**src/rtl/key_debounce.sv**
```systemverilog
`default_nettype none
// ============================================================================
// key_debounce : synchronise, debounce and auto-repeat an active-low push-key
// Revision     : 1.0
// ============================================================================
module key_debounce #(
    parameter int DEBOUNCE_CYCLES = 1_000_000,
    parameter int REPEAT_DELAY    = 25_000_000,
    parameter int REPEAT_PERIOD   = 5_000_000,
    parameter bit REPEAT_EN       = 1'b1
) (
    input  logic sys_clk,
    input  logic sys_rst_n,
    input  logic key_in,
    output logic add_flag,
    output logic key_state
);

    localparam int RPT_MAX = (REPEAT_DELAY > REPEAT_PERIOD) ? REPEAT_DELAY : REPEAT_PERIOD;
    localparam int CNT_W   = $clog2(DEBOUNCE_CYCLES);
    localparam int RPT_W   = $clog2(RPT_MAX);

    localparam logic [CNT_W-1:0] CNT_LAST    = CNT_W'(DEBOUNCE_CYCLES - 1);
    localparam logic [RPT_W-1:0] DELAY_LAST  = RPT_W'(REPEAT_DELAY - 1);
    localparam logic [RPT_W-1:0] PERIOD_LAST = RPT_W'(REPEAT_PERIOD - 1);

    typedef enum logic [2:0] {
        IDLE       = 3'd0,
        PRESS_FILT = 3'd1,
        HELD       = 3'd2,
        REPEAT     = 3'd3,
        REL_FILT   = 3'd4
    } state_t;

    logic             key_meta;
    logic             key_sync;
    state_t           state;
    logic [CNT_W-1:0] cnt;
    logic [RPT_W-1:0] rpt_cnt;

    always_ff @(posedge sys_clk or negedge sys_rst_n) begin
        if (!sys_rst_n) begin
            key_meta <= 1'b1;
            key_sync <= 1'b1;
        end else begin
            key_meta <= key_in;
            key_sync <= key_meta;
        end
    end

    // Both counters are cleared on every transition so each state starts from zero.
    always_ff @(posedge sys_clk or negedge sys_rst_n) begin
        if (!sys_rst_n) begin
            state     <= IDLE;
            cnt       <= '0;
            rpt_cnt   <= '0;
            add_flag  <= 1'b0;
            key_state <= 1'b1;
        end else begin
            add_flag <= 1'b0;
            case (state)
                IDLE: begin
                    if (!key_sync) begin
                        state   <= PRESS_FILT;
                        cnt     <= '0;
                        rpt_cnt <= '0;
                    end
                end
                PRESS_FILT: begin
                    if (key_sync) begin
                        state   <= IDLE;
                        cnt     <= '0;
                        rpt_cnt <= '0;
                    end else if (cnt == CNT_LAST) begin
                        state     <= HELD;
                        cnt       <= '0;
                        rpt_cnt   <= '0;
                        add_flag  <= 1'b1;
                        key_state <= 1'b0;
                    end else begin
                        cnt <= cnt + 1'b1;
                    end
                end
                HELD: begin
                    if (key_sync) begin
                        state   <= REL_FILT;
                        cnt     <= '0;
                        rpt_cnt <= '0;
                    end else if (REPEAT_EN) begin
                        if (rpt_cnt == DELAY_LAST) begin
                            state    <= REPEAT;
                            cnt      <= '0;
                            rpt_cnt  <= '0;
                            add_flag <= 1'b1;
                        end else begin
                            rpt_cnt <= rpt_cnt + 1'b1;
                        end
                    end
                end
                REPEAT: begin
                    // A release on the terminal-count edge suppresses the pulse.
                    if (key_sync) begin
                        state   <= REL_FILT;
                        cnt     <= '0;
                        rpt_cnt <= '0;
                    end else if (rpt_cnt == PERIOD_LAST) begin
                        rpt_cnt  <= '0;
                        add_flag <= 1'b1;
                    end else begin
                        rpt_cnt <= rpt_cnt + 1'b1;
                    end
                end
                REL_FILT: begin
                    if (!key_sync) begin
                        state   <= HELD;
                        cnt     <= '0;
                        rpt_cnt <= '0;
                    end else if (cnt == CNT_LAST) begin
                        state     <= IDLE;
                        cnt       <= '0;
                        rpt_cnt   <= '0;
                        key_state <= 1'b1;
                    end else begin
                        cnt <= cnt + 1'b1;
                    end
                end
                default: begin
                    state   <= IDLE;
                    cnt     <= '0;
                    rpt_cnt <= '0;
                end
            endcase
        end
    end

endmodule
`default_nettype wire

```
**config.mk**
```make
export PLATFORM = sky130hd
export DESIGN_NAME = key_debounce
export DESIGN_NICKNAME = d
export VERILOG_FILES = /design/src/rtl/key_debounce.sv
export SDC_FILE = /design/constraint.sdc
export NUM_CORES = 1
export LEC_CHECK = 0
export CAP_MARGIN = 10
export CELL_PAD_IN_SITES_DETAIL_PLACEMENT = 1
export CELL_PAD_IN_SITES_GLOBAL_PLACEMENT = 1
export CORE_MARGIN = 1.5
export CORE_UTILIZATION = 30
export DETAILED_ROUTE_END_ITERATION = 12
export PLACE_DENSITY = 0.51
export RECOVER_POWER = 50
export SYNTH_ARGS = -nofsm -noshare
export SYNTH_HDL_FRONTEND = slang
export SYNTH_SLANG_ARGS = --single-unit
```
**constraint.sdc**
```tcl
create_clock -name sys_clk -period 4.2 [get_ports sys_clk]
set_input_delay 0.84 -clock sys_clk [delete_from_list [all_inputs] [get_ports sys_clk]]
set_output_delay 0.84 -clock sys_clk [all_outputs]
set_load 0.02 [all_outputs]
```
==> results of run 1 <==
layout make-up:
class,instances,area [µm²]
Fill cell,1203,6839
Multi-Input combinational cell,276,1700
Sequential cell,52,1305
Tap cell,136,170.2
Timing Repair Buffer,11,86.33
Clock buffer,6,72.57
Clock inverter,2,35.03
Inverter,6,22.52
final timing paths:
| path | from | to | slack [ns] | cells past startpoint |
|---|---|---|---|---|
| min in group asynchronous | sys_rst_n | cnt[0] | 0.72 | 1 |
| hold / removal | key_meta | key_sync | 0.35 | 0 |
| hold reg to reg | key_meta | key_sync | 0.35 | 0 |
| setup reg to reg | rpt_cnt[7] | cnt[14] | 1.40 | 5 |
| max in group asynchronous | sys_rst_n | rpt_cnt[4] | 2.40 | 2 |
| setup / recovery | rpt_cnt[7] | cnt[14] | 1.40 | 5 |
sequential cells by signal, indices dropped and copies added (netlist names):
name and flops:
rpt_cnt 25, cnt 20, state 3, add_flag 1, key_meta 1, key_state 1
key_sync 1
metal layers:
layer | GRT usage, % | up-vias | wire length (µm) | part of all wire (%)
met3 | 2.371 | 2 | 106 | 1.2
met1 | 22.81 | 1483 | 4450 | 48
li1 | - | 1380 | - | -
met5 | 0 | - | 0 | 0
met2 | 30.81 | 14 | 4578 | 50
met4 | 4.892 | 0 | 55 | 0.60
report_power, final:
group	internal [µW]	switching, µW
clock	178	179
combinational	110	275
sequential	530	49.3
total	818	504
cells in the final DEF (no fill, tap or decap), types with 3 or more instances in the layout:
master and instances:
and3_1 11, o21ai_0 23, nand3_1 26, or4_1 11, nand2_1 30, and4_1 6, o31a_1 3, nor3_1 14
a211oi_1 3, a31oi_1 26, o211ai_1 7, inv_1 6, nand3b_1 10, o31ai_1 10, dfstp_2 3, nor2_1 14
buf_4 7, dfrtp_1 49, clkbuf_8 5, or3_1 6, nand4_1 16, a21oi_1 16, nor4_1 6
cell usage after synthesis (2+ instances only):
master | instances | area, µm²
and3b_1 | 2 | 17.52
nor3_1 | 14 | 70.07
nand2_1 | 30 | 112.6
nor4b_1 | 2 | 17.52
or3_1 | 6 | 37.54
dfstp_2 | 3 | 78.83
and2_1 | 2 | 12.51
or4b_1 | 2 | 20.02
a21oi_1 | 16 | 80.08
or2_2 | 2 | 12.51
nor3b_1 | 2 | 15.01
nor4_1 | 6 | 37.54
o31ai_1 | 10 | 75.07
or4_1 | 11 | 82.58
inv_1 | 6 | 22.52
and3_1 | 11 | 68.82
a21o_1 | 2 | 15.01
buf_1 | 2 | 7.510
nand4_1 | 16 | 100.1
o211ai_1 | 7 | 52.55
nand3_1 | 26 | 130.1
o21ai_0 | 23 | 115.1
dfrtp_1 | 49 | 1226
clkbuf_1 | 19 | 71.32
and4_1 | 6 | 52.55
a22o_1 | 2 | 17.52
nand4b_1 | 2 | 17.52
o31a_1 | 3 | 26.28
a211oi_1 | 3 | 22.52
nand3b_1 | 10 | 75.07
nor2_1 | 14 | 52.55
ha_1 | 2 | 25.02
a31oi_1 | 26 | 162.7
cell families (layout without fill, tap and decap cells):
logic type / after synthesis / in the layout / synth area share, %
simple gates: 172 / 172 / 32.53
compound gates: 100 / 100 / 20.47
flops: 52 / 52 / 41.79
buf+inv: 29 / 25 / 3.766
fa+ha+maj: 2 / 2 / 0.8012
xor+xnor: 1 / 1 / 0.2805
mux: 1 / 1 / 0.3606
worst max-delay path, cell delays in order, from the launching register on:
cell	delay [ns]
dfrtp_1	0.46
or4b_1	0.54
or4_4	0.51
o21a_4	0.45
or4_1	0.58
a21oi_1	0.17
through the flow:
stage / utilization [%] / hold slack [ns]
4_1_cts: 33.17 / 0.3545
6_report: 33.15 / 0.3480
5_1_grt: 33.15 / 0.3616
3_3_place_gp: 32.11 / 0.3456
3_5_place_dp: 32.11 / 0.3490
2_1_floorplan: - / 0.3452
==> flow_summary.json, run 1 <==
{
  "yosysWarnings": 0,
  "drtAntennaViolNets": 0,
  "maxCapViolations": 0,
  "cts_setup_buffers": 0,
  "cts_resized": 0,
  "finalNonFillerCells": 489,
  "hold_path.class": "register to register",
  "core_area_um2": 10230,
  "drt_iter0_drc": 92,
  "finalHoldViolations": 0,
  "die_w_um": 105.0,
  "yosysSeqAreaShare_pct": 41.79,
  "start_util_pct": 30.52,
  "async_flop_share_pct": 100.0,
  "power_uw": 1322,
  "worst_setup_path_end_kind": "register",
  "slew-limit-headroom_pct": 22.92,
  "power.density_nw_per_um2": 389.6,
  "fmax_mhz": 357.2,
  "yosysUniqueCellTypes": 53,
  "path_clk_slew_ns": 0.11,
  "antennaDiodeCount": 0,
  "postCtsHoldBufs": 0,
  "finalCritPeriodShare_pct": 66.66,
  "grt_max_degree": 70,
  "core.rowCount": 37,
  "place_inst": 481,
  "ys_ff_latch": 52,
  "cts_tree": "built",
  "rsz0062_at_grt": "no",
  "fin_area_um2": 3392,
  "syn_area_um2": 3123,
  "io_pins": 5,
  "cp-start-kind": "register",
  "finalCriticalPeriod_ns": 2.800,
  "cts_sinks": 52,
  "hpwl_um": 6405,
  "grt_antenna_before_repair": 0,
  "tightest_slew_ns": 1.156,
  "fin_ws_ns": 1.400,
  "drt_pre_antenna_iters": 4,
  "clkLatencyLatePin_ns": 0.31,
  "die_h_um": 105.0,
  "grt_usage_pct": 17.68,
  "critPathArrivalTime_ns": 3.03,
  "drive_above_1_share_pct": 7.365,
  "cts.path.max_buffers": 2,
  "wl_per_cell_um": 18.79,
  "grt_remaining_overflow": 0,
  "pre_cts_ws_ns": 1.418,
  "routed_wl_um": 9190,
  "htreeDepth": 2,
  "viasPerCell": 5.888,
  "port_buffers": 4,
  "die_area_um2": 11030,
  "ir_drop_uv": 194.9,
  "area_growth_pct": 8.614,
  "ys.flop_type": "dfrtp_1",
  "drc": 0,
  "postPlaceCellArea_um2": 3286,
  "grt_pass1_vias": 3012,
  "outcome": "complete, no violations",
  "slew_viol_final": 0,
  "synth_nets": 362,
  "path_class": "register to register",
  "syn_inst": 357,
  "synth.avg_cell_area_um2": 8.748,
  "cts-buffers-inserted": 5,
  "setup_viol": 0,
  "setup_tns_ns": 0,
  "place_congestion": 0.7460,
  "vias": 2879,
  "cts_root_buffer": "clkbuf_8",
  "grt_pass1_wl_um": 15720,
  "cp_max_fo": 69,
  "fin_nets": 357,
  "fin_skew_ns": 0.01222,
  "worstPathRequired_ns": 4.43,
  "synth_edf_count": 0,
  "p_leak_uw": 0.001235
}
(Power assumes the default switching activity.)
==> run 2: changes to the inputs <==
==> constraint.sdc (replaced) <==
create_clock -name sys_clk -period 2.8 [get_ports sys_clk]
set_input_delay 0.56 -clock sys_clk [delete_from_list [all_inputs] [get_ports sys_clk]]
set_output_delay 0.56 -clock sys_clk [all_outputs]
set_load 0.02 [all_outputs]
==> run 2 against run 1 <==
Clock skew shrank 0.00068 ns. Global-route usage is 1.3 points higher. Cell count rose by 3.1%. Final area grew 3.1%. Die area stayed put. Critical endpoint is now cnt[11]. Maximum frequency is 5.8% higher. Hold slack improved by 0.014 ns. Utilization rose by 1.0 points. Via count rose by 2.6%. Largest power group unchanged. Sequential share of layout area is 1.2 points lower. Combinational power up 65%. Highest routed layer unchanged. Sequential power grew 48%.
==> flow_summary.json, run 2 (synthesis gave the netlist of run 1 again) <==
{
  "r2r_start": "rpt_cnt[6]",
  "cts.path.max_buffers": 2,
  "holdPathStages": 0,
  "critPathArrivalTime_ns": 2.90,
  "path_class": "register to register",
  "slew_viol_final": 0,
  "cp-start-kind": "register",
  "fin_skew_ns": 0.01155,
  "power_uw": 2046,
  "die_w_um": 105.0,
  "final_common_cell": "dfrtp_1",
  "slowest_stage": "or4_1",
  "setup_viol": 0,
  "area_growth_pct": 11.98,
  "grt_usage_pct": 18.99,
  "drc": 0,
  "regArea_um2": 1305,
  "fin_area_um2": 3497,
  "max_stage_delay_ns": 0.54,
  "finalNonFillerCells": 504,
  "finalHoldViolations": 0,
  "io_pins": 5,
  "drive_above_1_share_pct": 10.60,
  "start_util_pct": 30.52,
  "routed_wl_um": 9792,
  "vias": 2955,
  "drt_pre_antenna_iters": 4,
  "cts_resized": 0,
  "clkLatencyLatePin_ns": 0.33,
  "grt_max_degree": 46,
  "drtAntennaViolNets": 0,
  "rsz0062_at_grt": "no",
  "antennaDiodeCount": 0,
  "maxCapViolations": 0,
  "port_buffers": 4,
  "grt_remaining_overflow": 0,
  "cts_root_buffer": "clkbuf_8",
  "place_congestion": 0.8418,
  "p_leak_uw": 0.001306,
  "cp_max_fo": 45,
  "grt_pass1_wl_um": 16530,
  "slew-limit-headroom_pct": 20.11,
  "layout_common_cells": "dfrtp_1 (49), nand2_1 (30), nand3_1 (26), a31oi_1 (26), o21ai_0 (23)",
  "ir_drop_uv": 235.3,
  "path_clk_slew_ns": 0.11,
  "grt_antenna_before_repair": 0,
  "n_fill_cell": 1207,
  "core_area_um2": 10230,
  "die_area_um2": 11030,
  "fin_nets": 372,
  "largest_register_ffs": 25,
  "whs_ns": 0.3615,
  "finalCritPeriodShare_pct": 94.51,
  "multiInputGateArea_um2": 1700,
  "hpwl_um": 6879,
  "cts_tree": "built",
  "outcome": "complete, no violations",
  "cts-buffers-inserted": 5,
  "htreeDepth": 2,
  "setup_tns_ns": 0,
  "postCtsHoldBufs": 0,
  "cts_setup_buffers": 0,
  "worst_setup_path_end_kind": "register",
  "tightest_slew_ns": 1.198,
  "fmax_mhz": 377.9,
  "crit_path_cell_trace": "or4b_1 -> or4_4 -> o21a_4 -> or4_1 -> a21oi_1",
  "finalCriticalPeriod_ns": 2.646,
  "worstPathRequired_ns": 3.06,
  "core.rowCount": 37,
  "viasPerCell": 5.863,
  "drt_iter0_drc": 97,
  "hold-path-endpoint": "key_sync",
  "power.density_nw_per_um2": 584.9,
  "r2r_slack_ns": 0.15,
  "regMostFlops": "rpt_cnt",
  "reg2reg_to": "cnt[11]",
  "cts_sinks": 52,
  "hold_path.class": "register to register",
  "grt_pass1_vias": 2970,
  "die_h_um": 105.0,
  "reg2reg_depth": 5,
  "place_inst": 496,
  "hold_start": "key_meta",
  "postPlaceCellArea_um2": 3398,
  "largestRegisters": "rpt_cnt x25, cnt x20, state x3",
  "wl_per_cell_um": 19.43
}
-- run 2: cell types whose count changed in the layout (fill, tap and decap cells not counted) --
cell	before	now
buf_4	7	20
clkbuf_1	2	4
-- run 2: worst max path at each step --
stage	slack, ns	endpoint	cells after the start	from
4_1_cts	0.15	cnt[11]	5	rpt_cnt[6]
3_5_place_dp	0.16	cnt[14]	5	rpt_cnt[6]
2_1_floorplan	0.32	cnt[14]	6	rpt_cnt[7]
5_1_grt	0.01	cnt[19]	5	rpt_cnt[6]
3_3_place_gp	0.21	cnt[17]	5	rpt_cnt[6]
6_report	0.15	cnt[11]	5	rpt_cnt[6]
-- run 2: critical path, delay by kind of cell (launching register included) --
family | cells | cell delay [ns]
and+or+nand+nor | 3 | 1.56
AOI/OAI and AO/OA | 2 | 0.55
DFF | 1 | 0.45
-- run 2: through the flow --
step                util [%]  worst slack [ns]
floorplan                  -            0.3215
global placement       33.22            0.2116
detailed placement     33.22            0.1636
CTS                    34.27            0.1462
global route           34.18           0.01340
finish                 34.18            0.1538
-- run 2: layout make-up --
type | count | area share, %
clock buffers | 6 | 2.075
clock inverters | 2 | 1.002
inverters | 6 | 0.6440
multi-input cells | 276 | 48.62
flip-flops and latches | 52 | 37.32
well taps | 136 | 4.866
repair buffers | 26 | 5.474
-- run 2: power by group --
part / internal, µW / leakage, µW / switching (µW)
clock: 266 / 0.0000552 / 284
sequential: 795 / 0.000711 / 63.2
combinational: 200 / 0.000540 / 437
total: 1260 / 0.00131 / 784
-- run 2: metal layers --
layer	up-vias	GRT usage, %	share of wire, %
li1	1409	-	-
met1	1518	26.33	50
met2	20	30.91	47
met3	8	2.994	2.0
met4	0	4.599	1.1
met5	-	0	0
==> run 3: changes to the inputs <==
--- a/config.mk
+++ b/config.mk
@@ -6,12 +6,10 @@
 export NUM_CORES = 1
 export LEC_CHECK = 0
 export CAP_MARGIN = 10
-export CELL_PAD_IN_SITES_DETAIL_PLACEMENT = 1
-export CELL_PAD_IN_SITES_GLOBAL_PLACEMENT = 1
 export CORE_MARGIN = 1.5
 export CORE_UTILIZATION = 30
 export DETAILED_ROUTE_END_ITERATION = 12
-export PLACE_DENSITY = 0.51
+export PLACE_DENSITY_LB_ADDON = 0.3
 export RECOVER_POWER = 50
 export SYNTH_ARGS = -nofsm -noshare
 export SYNTH_HDL_FRONTEND = slang
==> run 3 against run 2 <==
Worst setup slack worse by 0.014 ns. Non-clock buffer count down 10. Count of clock-buffer cells in the layout up 2. Cell count down 2.0%. Sequential power up 1%. Clock power down 12%. Sequential cell count unchanged. Wire length down 18%. Power down 6.3%. Highest routed layer unchanged.
==> flow_summary.json, run 3 (synthesis gave the netlist of run 1 again) <==
{
  "viasPerCell": 5.935,
  "slowest_stage": "or4_1",
  "drtAntennaViolNets": 0,
  "worstPathRequired_ns": 3.03,
  "antennaDiodeCount": 0,
  "critPathArrivalTime_ns": 2.89,
  "p_leak_uw": 0.001261,
  "multiInputGateArea_um2": 1700,
  "crit_path_cell_trace": "or4b_1 -> or4_4 -> o21a_4 -> or4_1 -> a21oi_1",
  "power.density_nw_per_um2": 560.5,
  "routed_wl_um": 7989,
  "cts.path.max_buffers": 2,
  "grt_pass1_vias": 2718,
  "maxCapViolations": 0,
  "worst_setup_path_end_kind": "register",
  "core_area_um2": 10230,
  "drt_pre_antenna_iters": 5,
  "cp-start-kind": "register",
  "largestRegisters": "rpt_cnt x25, cnt x20, state x3",
  "core.rowCount": 37,
  "switching_share_pct": 37.29,
  "path_class": "register to register",
  "cts-buffers-inserted": 5,
  "fmax_mhz": 376.0,
  "drt_iter0_drc": 266,
  "finalHoldViolations": 0,
  "path_clk_slew_ns": 0.10,
  "place_inst": 486,
  "start_util_pct": 30.52,
  "cts_setup_buffers": 0,
  "clkLatencyLatePin_ns": 0.31,
  "max_stage_delay_ns": 0.55,
  "grt_antenna_before_repair": 0,
  "tightest_slew_ns": 1.359,
  "cts_tree": "built",
  "slew_viol_final": 0,
  "grt_pass1_wl_um": 13660,
  "cts_root_buffer": "clkbuf_8",
  "layout_common_cells": "dfrtp_1 (49), nand2_1 (30), nand3_1 (26), a31oi_1 (26), o21ai_0 (23)",
  "grt_remaining_overflow": 0,
  "rsz0062_at_grt": "no",
  "internal-power_uw": 1202,
  "ir_drop_uv": 302.6,
  "hold_path.class": "register to register",
  "die_area_um2": 11030,
  "clkPwrFrac_pct": 25.2,
  "postCtsHoldBufs": 0,
  "finalCriticalPeriod_ns": 2.660,
  "switchingPower_uw": 715.1,
  "setup_tns_ns": 0,
  "cts_sinks": 52,
  "cts_resized": 0,
  "outcome": "complete, no violations",
  "hpwl_um": 5329,
  "place_congestion": 0.8327,
  "finalNonFillerCells": 494,
  "port_buffers": 4,
  "grt_max_degree": 53,
  "io_pins": 5,
  "fin_skew_ns": 0.01029,
  "drc": 0,
  "wl_per_cell_um": 16.17,
  "final_common_cell": "dfrtp_1",
  "grt_usage_pct": 15.09,
  "power_frac_comb_pct": 29.4,
  "cp_max_fo": 42,
  "htreeDepth": 2,
  "die_h_um": 105.0,
  "vias": 2932,
  "drive_above_1_share_pct": 8.939,
  "regMostFlops": "rpt_cnt",
  "fin_nets": 362,
  "n_fill_cell": 1057,
  "setup_viol": 0,
  "seqPwrFrac_pct": 45.4,
  "regArea_um2": 1305,
  "die_w_um": 105.0,
  "finalCritPeriodShare_pct": 95.00,
  "area_growth_pct": 9.535,
  "largest_register_ffs": 25,
  "slew-limit-headroom_pct": 9.420
}
run 3: power by group through the flow:
stage | Sequential [µW] | Clock [µW] | Combinational (µW)
final | 870 | 484 | 564
after floorplan | 840 | 0 | 415
after global routing | 883 | 524 | 626
after global placement | 880 | 0 | 564
after detailed placement | 883 | 0 | 569
after CTS | 868 | 500 | 571
run 3: stage by stage:
stage	total power (µW)	util (%)	hold slack, ns	area (µm²)	setup WS [ns]
after floorplan	1254	-	0.2644	3123	0.3215
after global placement	1444	32.48	0.3473	3323	0.2447
after detailed placement	1452	32.48	0.3506	3323	0.1438
after CTS	1939	33.46	0.3619	3423	0.1320
after global routing	2033	33.44	0.3732	3421	0.06269
final	1917	33.44	0.3539	3421	0.1401
run 3: layout make-up:
type	instances	share of cell area, %
flip-flops and latches	52	38.15
well taps	136	4.974
inverters	6	0.6584
clock buffers	8	2.926
multi-input cells	276	49.71
repair buffers	16	3.585
run 3: metal layers:
layer / share of wire, % / wire [µm] / global-route usage [%]
met2: 46 / 3667 / 23.72
met5: 0 / 0 / 0
met4: 1.7 / 136 / 4.305
met3: 4.5 / 362 / 2.558
met1: 48 / 3823 / 21.27
run 3: final timing paths:
| kind | to | startpoint | slack [ns] | cells past startpoint |
|---|---|---|---|---|
| min | key_sync | key_meta | 0.35 | 0 |
| min in group asynchronous | cnt[11] | sys_rst_n | 0.63 | 2 |
| max in group asynchronous | rpt_cnt[17] | sys_rst_n | 1.34 | 2 |
| min reg2reg | key_sync | key_meta | 0.35 | 0 |
| max | cnt[12] | rpt_cnt[6] | 0.14 | 5 |
| max reg2reg | cnt[12] | rpt_cnt[6] | 0.14 | 5 |
run 3: critical path, delay by kind of cell (launching register included):
family             cells  cell delay (ns)
DFF                    1             0.44
and+or+nand+nor        3             1.58
AOI/OAI and AO/OA      2             0.55
